`src/rtl/nvm_core_pkg.sv`:
```
// Shared definitions for the NVM core initiator: address region codes,
// FSM state encoding, index counter width and the address builder.
package nvm_core_pkg;

    // Width of the per-picture word index (covers 0..1024 without wrap)
    localparam int CNT_W = 11;

    // Region codes placed at adr[15:12]
    localparam logic [3:0] REGION_SYN  = 4'h0;
    localparam logic [3:0] REGION_SPK  = 4'h1;
    localparam logic [3:0] REGION_DONE = 4'h2;

    typedef enum logic [2:0] {
        IDLE,
        LOAD,
        DONE_WR,
        READ,
        DRAIN,
        FINISH
    } state_t;

    // base | region<<12 | idx<<2 ; idx stays below 1024 so bit 12 is never touched
    function automatic logic [31:0] region_addr(input logic [31:0]      base,
                                                input logic [3:0]       region,
                                                input logic [CNT_W-1:0] idx);
        return base | {16'h0000, region, 12'h000} | {19'h0, idx, 2'b00};
    endfunction

endpackage

```
`src/rtl/nvm_wb_master_port.sv`:
```
// Single-transfer Wishbone master. A req pulse while idle launches one
// registered cycle; it is held until ack (or ack-wait timeout) and dropped
// on the following edge. done/rdata/timeout are valid in the cycle the
// transfer terminates.
// Optional feature: define NVM_INITIATOR_TIMEOUT_EN for the ack-wait limit.
module nvm_wb_master_port
    import nvm_core_pkg::*;
#(
    parameter int TIMEOUT = 255
) (
    input  logic        clk,
    input  logic        rst_n,
    input  logic        req,
    input  logic        we,
    input  logic [31:0] adr,
    input  logic [31:0] dat,
    output logic        done,
    output logic [31:0] rdata,
    output logic        timeout,
    output logic        wbm_cyc_o,
    output logic        wbm_stb_o,
    output logic        wbm_we_o,
    output logic [31:0] wbm_adr_o,
    output logic [31:0] wbm_dat_o,
    output logic [3:0]  wbm_sel_o,
    input  logic        wbm_ack_i,
    input  logic [31:0] wbm_dat_i
);

    // An ack only counts while stb is high; stray acks are ignored
    assign done  = wbm_stb_o && wbm_ack_i;
    assign rdata = wbm_dat_i;

`ifdef NVM_INITIATOR_TIMEOUT_EN
    localparam int WAIT_W = (TIMEOUT < 2) ? 1 : $clog2(TIMEOUT);

    logic [WAIT_W-1:0] wait_cnt;

    // Count cycles spent waiting for ack in the current transfer
    always_ff @(posedge clk or negedge rst_n) begin
        if (!rst_n)
            wait_cnt <= '0;
        else if (!wbm_stb_o || done || timeout)
            wait_cnt <= '0;
        else
            wait_cnt <= wait_cnt + 1'b1;
    end

    // Fires in the TIMEOUT-th cycle of stb, so stb is high exactly TIMEOUT cycles
    assign timeout = wbm_stb_o && !wbm_ack_i && (wait_cnt == WAIT_W'(TIMEOUT - 1));
`else
    assign timeout = 1'b0;
`endif

    // Bus registers: launch on req when idle, hold until ack/timeout, then clear
    always_ff @(posedge clk or negedge rst_n) begin
        if (!rst_n) begin
            wbm_cyc_o <= 1'b0;
            wbm_stb_o <= 1'b0;
            wbm_we_o  <= 1'b0;
            wbm_adr_o <= '0;
            wbm_dat_o <= '0;
            wbm_sel_o <= '0;
        end else if (wbm_stb_o) begin
            if (done || timeout) begin
                wbm_cyc_o <= 1'b0;
                wbm_stb_o <= 1'b0;
                wbm_we_o  <= 1'b0;
                wbm_adr_o <= '0;
                wbm_dat_o <= '0;
                wbm_sel_o <= '0;
            end
        end else if (req) begin
            wbm_cyc_o <= 1'b1;
            wbm_stb_o <= 1'b1;
            wbm_we_o  <= we;
            wbm_adr_o <= adr;
            wbm_dat_o <= dat;
            wbm_sel_o <= 4'hF;
        end
    end

endmodule

```
`src/rtl/nvm_core_initiator.sv`:
```
// Picture sequencer for an NVM neuromorphic core: streams N_IN input words
// into the synapse region, writes the done register, then reads N_OUT
// spike words out one at a time through a single-word output buffer.
// Optional feature: define NVM_INITIATOR_TIMEOUT_EN to abort a picture
// when a slave fails to ack within TIMEOUT cycles (sticky error flag).
module nvm_core_initiator
    import nvm_core_pkg::*;
#(
    parameter logic [31:0] BASE_ADDR = 32'h3000_0000,
    parameter int          N_IN      = 8,
    parameter int          N_OUT     = 4,
    parameter int          TIMEOUT   = 255
) (
    input  logic        clk,
    input  logic        rst_n,
    input  logic        start,
    input  logic        in_valid,
    output logic        in_ready,
    input  logic [31:0] in_data,
    output logic        out_valid,
    input  logic        out_ready,
    output logic [31:0] out_data,
    output logic        out_last,
    output logic        wbm_cyc_o,
    output logic        wbm_stb_o,
    output logic        wbm_we_o,
    output logic [31:0] wbm_adr_o,
    output logic [31:0] wbm_dat_o,
    output logic [3:0]  wbm_sel_o,
    input  logic        wbm_ack_i,
    input  logic [31:0] wbm_dat_i,
    output logic        busy,
    output logic        error
);

    localparam logic [CNT_W-1:0] IN_CNT   = CNT_W'(N_IN);
    localparam logic [CNT_W-1:0] OUT_LAST = CNT_W'(N_OUT - 1);

    state_t           state, state_nx;
    logic [CNT_W-1:0] idx;
    logic             req, req_we;
    logic [31:0]      req_adr, req_dat, rdata;
    logic             done, timeout;
    logic             in_accept, out_accept, last_word;

    assign in_accept  = in_valid && in_ready;
    assign out_accept = out_valid && out_ready;
    assign last_word  = (idx == OUT_LAST);

    nvm_wb_master_port #(
        .TIMEOUT (TIMEOUT)
    ) u_port (
        .clk       (clk),
        .rst_n     (rst_n),
        .req       (req),
        .we        (req_we),
        .adr       (req_adr),
        .dat       (req_dat),
        .done      (done),
        .rdata     (rdata),
        .timeout   (timeout),
        .wbm_cyc_o (wbm_cyc_o),
        .wbm_stb_o (wbm_stb_o),
        .wbm_we_o  (wbm_we_o),
        .wbm_adr_o (wbm_adr_o),
        .wbm_dat_o (wbm_dat_o),
        .wbm_sel_o (wbm_sel_o),
        .wbm_ack_i (wbm_ack_i),
        .wbm_dat_i (wbm_dat_i)
    );

    // State register
    always_ff @(posedge clk or negedge rst_n) begin
        if (!rst_n)
            state <= IDLE;
        else
            state <= state_nx;
    end

    // Next-state logic; a timeout in any bus phase abandons the picture
    always_comb begin
        state_nx = state;
        case (state)
            IDLE:    if (start) state_nx = LOAD;
            LOAD:    if (timeout) state_nx = FINISH;
                     else if (done && idx == IN_CNT) state_nx = DONE_WR;
            DONE_WR: if (timeout) state_nx = FINISH;
                     else if (done) state_nx = READ;
            READ:    if (timeout) state_nx = FINISH;
                     else if (done) state_nx = DRAIN;
            DRAIN:   if (out_accept) state_nx = last_word ? FINISH : READ;
            FINISH:  state_nx = IDLE;
            default: state_nx = IDLE;
        endcase
    end

    // Per-state outputs: stream ready and bus transfer request
    always_comb begin
        in_ready = 1'b0;
        req      = 1'b0;
        req_we   = 1'b0;
        req_adr  = '0;
        req_dat  = '0;
        case (state)
            LOAD: begin
                in_ready = !wbm_cyc_o && (idx < IN_CNT);
                req      = in_valid && in_ready;
                req_we   = 1'b1;
                req_adr  = region_addr(BASE_ADDR, REGION_SYN, idx);
                req_dat  = in_data;
            end
            DONE_WR: begin
                req      = !wbm_cyc_o;
                req_we   = 1'b1;
                req_adr  = region_addr(BASE_ADDR, REGION_DONE, '0);
                req_dat  = 32'h1;
            end
            READ: begin
                req      = !wbm_cyc_o;
                req_adr  = region_addr(BASE_ADDR, REGION_SPK, idx);
            end
            default: ;
        endcase
    end

    assign busy = (state != IDLE) && (state != FINISH);

    // Index counter and the single-word spike output buffer
    always_ff @(posedge clk or negedge rst_n) begin
        if (!rst_n) begin
            idx       <= '0;
            out_valid <= 1'b0;
            out_data  <= '0;
            out_last  <= 1'b0;
        end else begin
            case (state)
                IDLE:    if (start) idx <= '0;
                LOAD:    if (in_accept) idx <= idx + 1'b1;
                DONE_WR: if (done) idx <= '0;
                READ: begin
                    if (done) begin
                        out_data  <= rdata;
                        out_valid <= 1'b1;
                        out_last  <= last_word;
                    end
                end
                DRAIN: begin
                    if (out_accept) begin
                        out_valid <= 1'b0;
                        out_last  <= 1'b0;
                        if (!last_word) idx <= idx + 1'b1;
                    end
                end
                default: ;
            endcase
        end
    end

`ifdef NVM_INITIATOR_TIMEOUT_EN
    // Sticky timeout flag, cleared when the next picture is accepted
    always_ff @(posedge clk or negedge rst_n) begin
        if (!rst_n)
            error <= 1'b0;
        else if (state == IDLE && start)
            error <= 1'b0;
        else if (timeout)
            error <= 1'b1;
    end
`else
    assign error = 1'b0;
`endif

endmodule

```
`config.mk`:
```
export PLATFORM = sky130hd
export DESIGN_NAME = nvm_core_initiator
export DESIGN_NICKNAME = d
export VERILOG_FILES = /design/src/rtl/nvm_core_pkg.sv /design/src/rtl/nvm_wb_master_port.sv /design/src/rtl/nvm_core_initiator.sv
export SDC_FILE = /design/constraint.sdc
export NUM_CORES = 1
export LEC_CHECK = 0
export ABC_CLOCK_PERIOD_IN_PS = 2150
export CAP_MARGIN = 10
export CORE_ASPECT_RATIO = 1.4
export CORE_MARGIN = 2
export CORE_UTILIZATION = 57
export CTS_BUF_LIST = sky130_fd_sc_hd__clkbuf_4 sky130_fd_sc_hd__clkbuf_8 sky130_fd_sc_hd__clkbuf_16
export DETAILED_ROUTE_END_ITERATION = 7
export DONT_BUFFER_PORTS = 1
export GPL_TIMING_DRIVEN = 0
export PLACE_DENSITY = 0.75
export SYNTH_ARGS = -nofsm -noshare
export SYNTH_HDL_FRONTEND = slang
export SYNTH_SLANG_ARGS = --single-unit
```
`constraint.sdc`:
```
create_clock -name clk -period 2.15 [get_ports clk]
set_clock_uncertainty 0.05 [all_clocks]
set_input_delay 0.3225 -clock clk [delete_from_list [all_inputs] [get_ports clk]]
set_output_delay 0.3225 -clock clk [all_outputs]
set_load 0.05 [all_outputs]
```
======== After elaboration in Yosys (flattened, before gate mapping) ========
Cells that the tools add are included.
operators by class
  mux-type cells .......................... 39
  order comparisons ....................... 1
  reduce and logical (&&, ||, !) cells .... 20
  eq/ne operators ......................... 15
  $add $sub $neg .......................... 1
operator list
  kind                   number
  $mux 32                5
  $pmux 30 s3            1
  $pmux 32 s2            1
  $mux 11                5
  $pmux 11 s4            1
  $mux 3                 6
  $ne 2x2->1 const B     8
  $pmux 3 s5             1
  $mux 1                 13
  $mux 4                 3
  $add 11x1->11 const B  1
  $eq 11x2->1 const B    1
  $eq 11x4->1 const B    1
  $lt 11x4->1 const B    1
  $logic_and 1x1->1      7
  $eq 3x2->1 const B     2
  $pmux 1 s2             3
  $reduce_and 6->1       1
  $reduce_and 5->1       1
  $reduce_and 2->1       2
  $reduce_bool 2->1      2
  $reduce_bool 4->1      1
  $reduce_or 2->1        2
  $eq 3x1->1 const B     1
  6 further kinds        6
word-level totals
  output and inout port bits .............. 108
  logic and storage cells ................. 87
  flip-flop bits (word level) ............. 119

======== Logic depth before layout (Yosys ltp) ========
  depth in word-level cells ............... 6
  gate-level depth with buffers ........... 8
  gate-level depth less buffers ........... 7

======== Modules after synthesis ========
A second synthesis with hierarchy kept.
second synthesis, totals
  cell total of the unflattened synthesis .. 516
  area, all modules ....................... 6115.9 µm²
modules (own cells, without submodules)
  module              cells each  area an instance (µm²)  times used  seq. area each (µm²)
  nvm_wb_master_port  265         3485.8                  1           1676.6
  nvm_core_initiator  251         2630.0                  1           1201.2

======== Least setup slack after synthesis ========
OpenSTA, ideal clock, no wires.
  path type ............................... reg-to-reg
  from .................................... register u_port.wbm_sel_o[2] (netlist name)
  to ...................................... register u_port.wbm_dat_o[10]
  clock period less this slack ............ 2173 ps
  path buffers ............................ 2
  arrival ................................. 2002 ps
  cell stages (with the launch flop) ...... 8
  path slack .............................. -23 ps
  required time ........................... 1979 ps
  cell sequence ........................... dfrtp_1 > nor3b_1 > nand4_1 > a211o_1 > and2_1 > buf_6 > buf_6 > a22o_1
RTL lines
  what                  RTL line                  source
  to (signal assigned)  nvm_wb_master_port.sv:78  wbm_dat_o <= dat;
  to (decl)             nvm_wb_master_port.sv:24  output logic [31:0] wbm_dat_o,

======== Worst setup path in the final report ========
  from .................................... register state[1]
  to ...................................... output port in_ready
on the way
  longest elaborated chain between the ends .. 2
RTL lines
  what                    RTL line                   source
  from (decl)             nvm_core_initiator.sv:39   state_t state, state_nx;
  from (signal assigned)  nvm_core_initiator.sv:77   state <= state_nx;
  $eq 3x1->1              nvm_core_initiator.sv:104  case (state)
  $mux 1                  nvm_core_initiator.sv:104
  to (decl)               nvm_core_initiator.sv:18   output logic in_ready,
No other way between the ends.

==> impl_metrics.env <==
export IMPL_wl_um=10100
export IMPL_r2r_slack_ns=0.05
export IMPL_grt_max_degree=97
export IMPL_num_vias=3300
export IMPL_dpl_hpwl_um=7090
export IMPL_wl_per_cell_um=17.2
export IMPL_violations="hold timing, setup timing"
export IMPL_r2r_start="state[1]"
export IMPL_num_rows=37
export IMPL_rsz0062_at_grt="true"
export IMPL_clk_transition_reported_paths_ns=0.08
export IMPL_setup_viol=1
export IMPL_cp_max_fo=10
export IMPL_cp_start_kind="flip-flop"
export IMPL_track_usage_pct=24.4
export IMPL_fin_area_mm2=0.00493
export IMPL_nets=559
export IMPL_synth_edf_count=0
export IMPL_final_cells=588
export IMPL_yosysTopAreaCellShare_pct=56.2
export IMPL_netlist_area_mm2=0.00428
export IMPL_drive_gt1_share_pct=20.6
export IMPL_firstDrtPassIters=4
export IMPL_drtIter0Drc=169
export IMPL_viasPerCell=5.61
export IMPL_clockPowerShare_pct=13.3
export IMPL_placed_area_mm2=0.00447
export IMPL_regArea_mm2=0.00241
export IMPL_cts_tree="yes"
export IMPL_yosysTopAreaCell="dfrtp_1"
export IMPL_synth_distinct_cells=46
export IMPL_ys_flop_type="dfrtp_1"
export IMPL_synth_avg_cell_area_um2=9.70
export IMPL_synth_area_leaders="dfrtp_1 (56%), nand2_1 (11%), a22o_1 (6.1%)"
export IMPL_yosysSeqAreaShare_pct=56.2
export IMPL_overflow=0
export IMPL_core_mm2=0.00731
export IMPL_die_h_um=106
export IMPL_timing_rr_end="u_port.wbm_dat_o[28]"
export IMPL_multiInputGateArea_mm2=0.00167
export IMPL_hp_class="input port to async pin"
export IMPL_areaGrowthSynthToFinish_pct=15.2
export IMPL_io_pins=178
export IMPL_p_leak_nw=2.48
export IMPL_pre_cts_ws_ns=-0.253
export IMPL_grt_pass1_vias=3126
export IMPL_place_gp_congestion=0.825
export IMPL_hold_ws_ns=-0.401
export IMPL_fp_dieW_um=77.2
export IMPL_switching_share_pct=53.0
export IMPL_grt_pass1_wl_um=15700
export IMPL_end_kind="output pin"
export IMPL_switchingPower_mw=4.62
export IMPL_cts_buffers=9
export IMPL_clockRootBuffer="clkbuf_8"
export IMPL_reg2reg_depth=7
export IMPL_slew_viol_final=0
export IMPL_min_period_ns=2.17
export IMPL_hold_violations=96
export IMPL_clock_path_buffers=2
export IMPL_crit_required_ns=1.78
export IMPL_mostFrequentLayoutCell="nand2_1"
export IMPL_vdd_ir_drop_max_mv=1.04
export IMPL_antenna_found_initial=0
export IMPL_fin_crit_sh_pct=101
export IMPL_htree_levels=3
export IMPL_layout_common_cells="nand2_1 (126), dfrtp_1 (89), buf_4 (43)"
export IMPL_ys_async_sr_fraction_pct=100
export IMPL_internal_power_mw=4.09
export IMPL_crit_arrival_ns=1.79
export IMPL_max_cap_viol_count=0
export IMPL_critPathKind="flip-flop to output pin"
export IMPL_worst_slack_ns=-0.0167
export IMPL_die_area_mm2=0.00822
export IMPL_clkSinkCount=96
export IMPL_dp_cells=556
export IMPL_p_comb_share_pct=29.1
export IMPL_port_buffers=0
export IMPL_ys_seq_elements=96
export IMPL_postRouteAntennaNets=0
export IMPL_fillers=556
export IMPL_power_total_mw=8.72
export IMPL_max_slew_margin_rel_pct=63.1
export IMPL_n_antenna_cell=0
export IMPL_cts_hold_buffers_added=1
export IMPL_drc_errors=0
export IMPL_clock_fmax_mhz=462
export IMPL_pwr_share_seq_pct=57.6
export IMPL_status="finished, violations left"
export IMPL_syn_inst=441
export IMPL_power_density_mw_per_mm2=1770
export IMPL_worst_pin_slew_ns=0.553
export IMPL_clkLatencyLatePin_ns=0.36
export IMPL_yosys_warnings=0
export IMPL_start_util_pct=58.5
[power groups by stage]
stage | Clock, mW | Sequential [mW] | Combinational (mW)
floorplan | 0 | 4.89 | 1.81
finish | 1.16 | 5.02 | 2.53
CTS | 1.20 | 5.02 | 2.28
global route | 1.27 | 5.09 | 2.79
global placement | 0 | 5.05 | 2.07
detailed placement | 0 | 5.07 | 2.14
[area by class of cell]
type                       instances  area share, %
tap                               97           2.46
buffer                            47           6.50
sequential                        96           49.0
timing repair buffer              20           3.60
clock buffer                      12           3.10
clock inverter                     3          0.863
inverter                           8          0.609
multi-input combinational        305           33.9
[cells in the mapped netlist, drive strengths merged, types with 2 or more instances]
master,instances
nor2b,3
or2,2
nor3,4
inv,8
a22o,30
o21ai,30
dfrtp,96
nor2,15
nor3b,3
a21oi,6
o31ai,5
o211ai,2
nand3,25
nand4,3
nand2b,3
clkbuf,19
or3,2
xnor2,2
and3,3
ha,2
or4,2
buf,31
nand2,127
[cells by family (layout without fill, tap and decap cells)]
logic type               after synthesis  in the layout  share of synthesized area (%)
buffers and inverters                 58             90                           7.96
other                                  1             19                         0.0877
flip-flops                            96             96                           56.2
adder cells (fa/ha/maj)                2              2                          0.585
AND/OR/NAND/NOR                      197            197                           20.6
AO/OA/AOI/OAI                         84             84                           13.9
multiplexers                           1              1                          0.263
XOR/XNOR                               2              2                          0.410
[routing by layer]
layer	vias up	routed length (um)	GRT usage, %	share of wire, %
met5	-	0	0	0
met4	0	239	12.5	2.4
met3	21	792	6.28	7.8
met2	155	5280	41.1	52
met1	1565	3780	28.8	37
li1	1559	-	-	-
[worst max-delay path by stage]
stage,startpoint,endpoint,slack (ns),cells after the start
floorplan,state[1],u_port.wbm_dat_o[10],0.04,8
global placement,u_port.wbm_stb_o,idx[3],-0.22,7
detailed placement,u_port.wbm_stb_o,out_data[30],-0.25,7
CTS,idx[4],idx[3],0.005,6
global route,state[1],in_ready,-0.08,4
finish,state[1],in_ready,-0.02,4
[worst max-delay path, stage by stage (launching register included)]
cell and delay, ns:
dfrtp_1 0.43, buf_4 0.19, nor3b_4 0.24, buf_4 0.16
and4_2 0.42
[flip-flops by register name, summed over array words and instances, names as in the netlist]
register,count
idx,11
out_data,32
out_last,1
out_valid,1
state,3
u_port.wbm_adr_o,13
u_port.wbm_dat_o,32
u_port.wbm_sel_o,1
u_port.wbm_stb_o,1
u_port.wbm_we_o,1
[repair_timing]
item | 4_1_cts | 5_1_grt
setup endpoints to repair | 84 | 85
cloned | 0 | 3
pin swaps | 4 | 9
gates resized for setup | 17 | 36
hold endpoints to repair | 97 | 96
buffers inserted | 7 | 9
[stage by stage]
step / hold WS, ns / setup TNS (ns) / util (%)
finish: -0.401 / -0.0167 / 67.4
global route: -0.421 / -1.31 / 67.4
CTS: -0.417 / 0 / 65.2
detailed placement: -0.0208 / -12.81 / 61.2
global placement: -0.0212 / -11.74 / 61.2
floorplan: -0.0231 / 0 / -
Power figures use the tool's default switching activity.
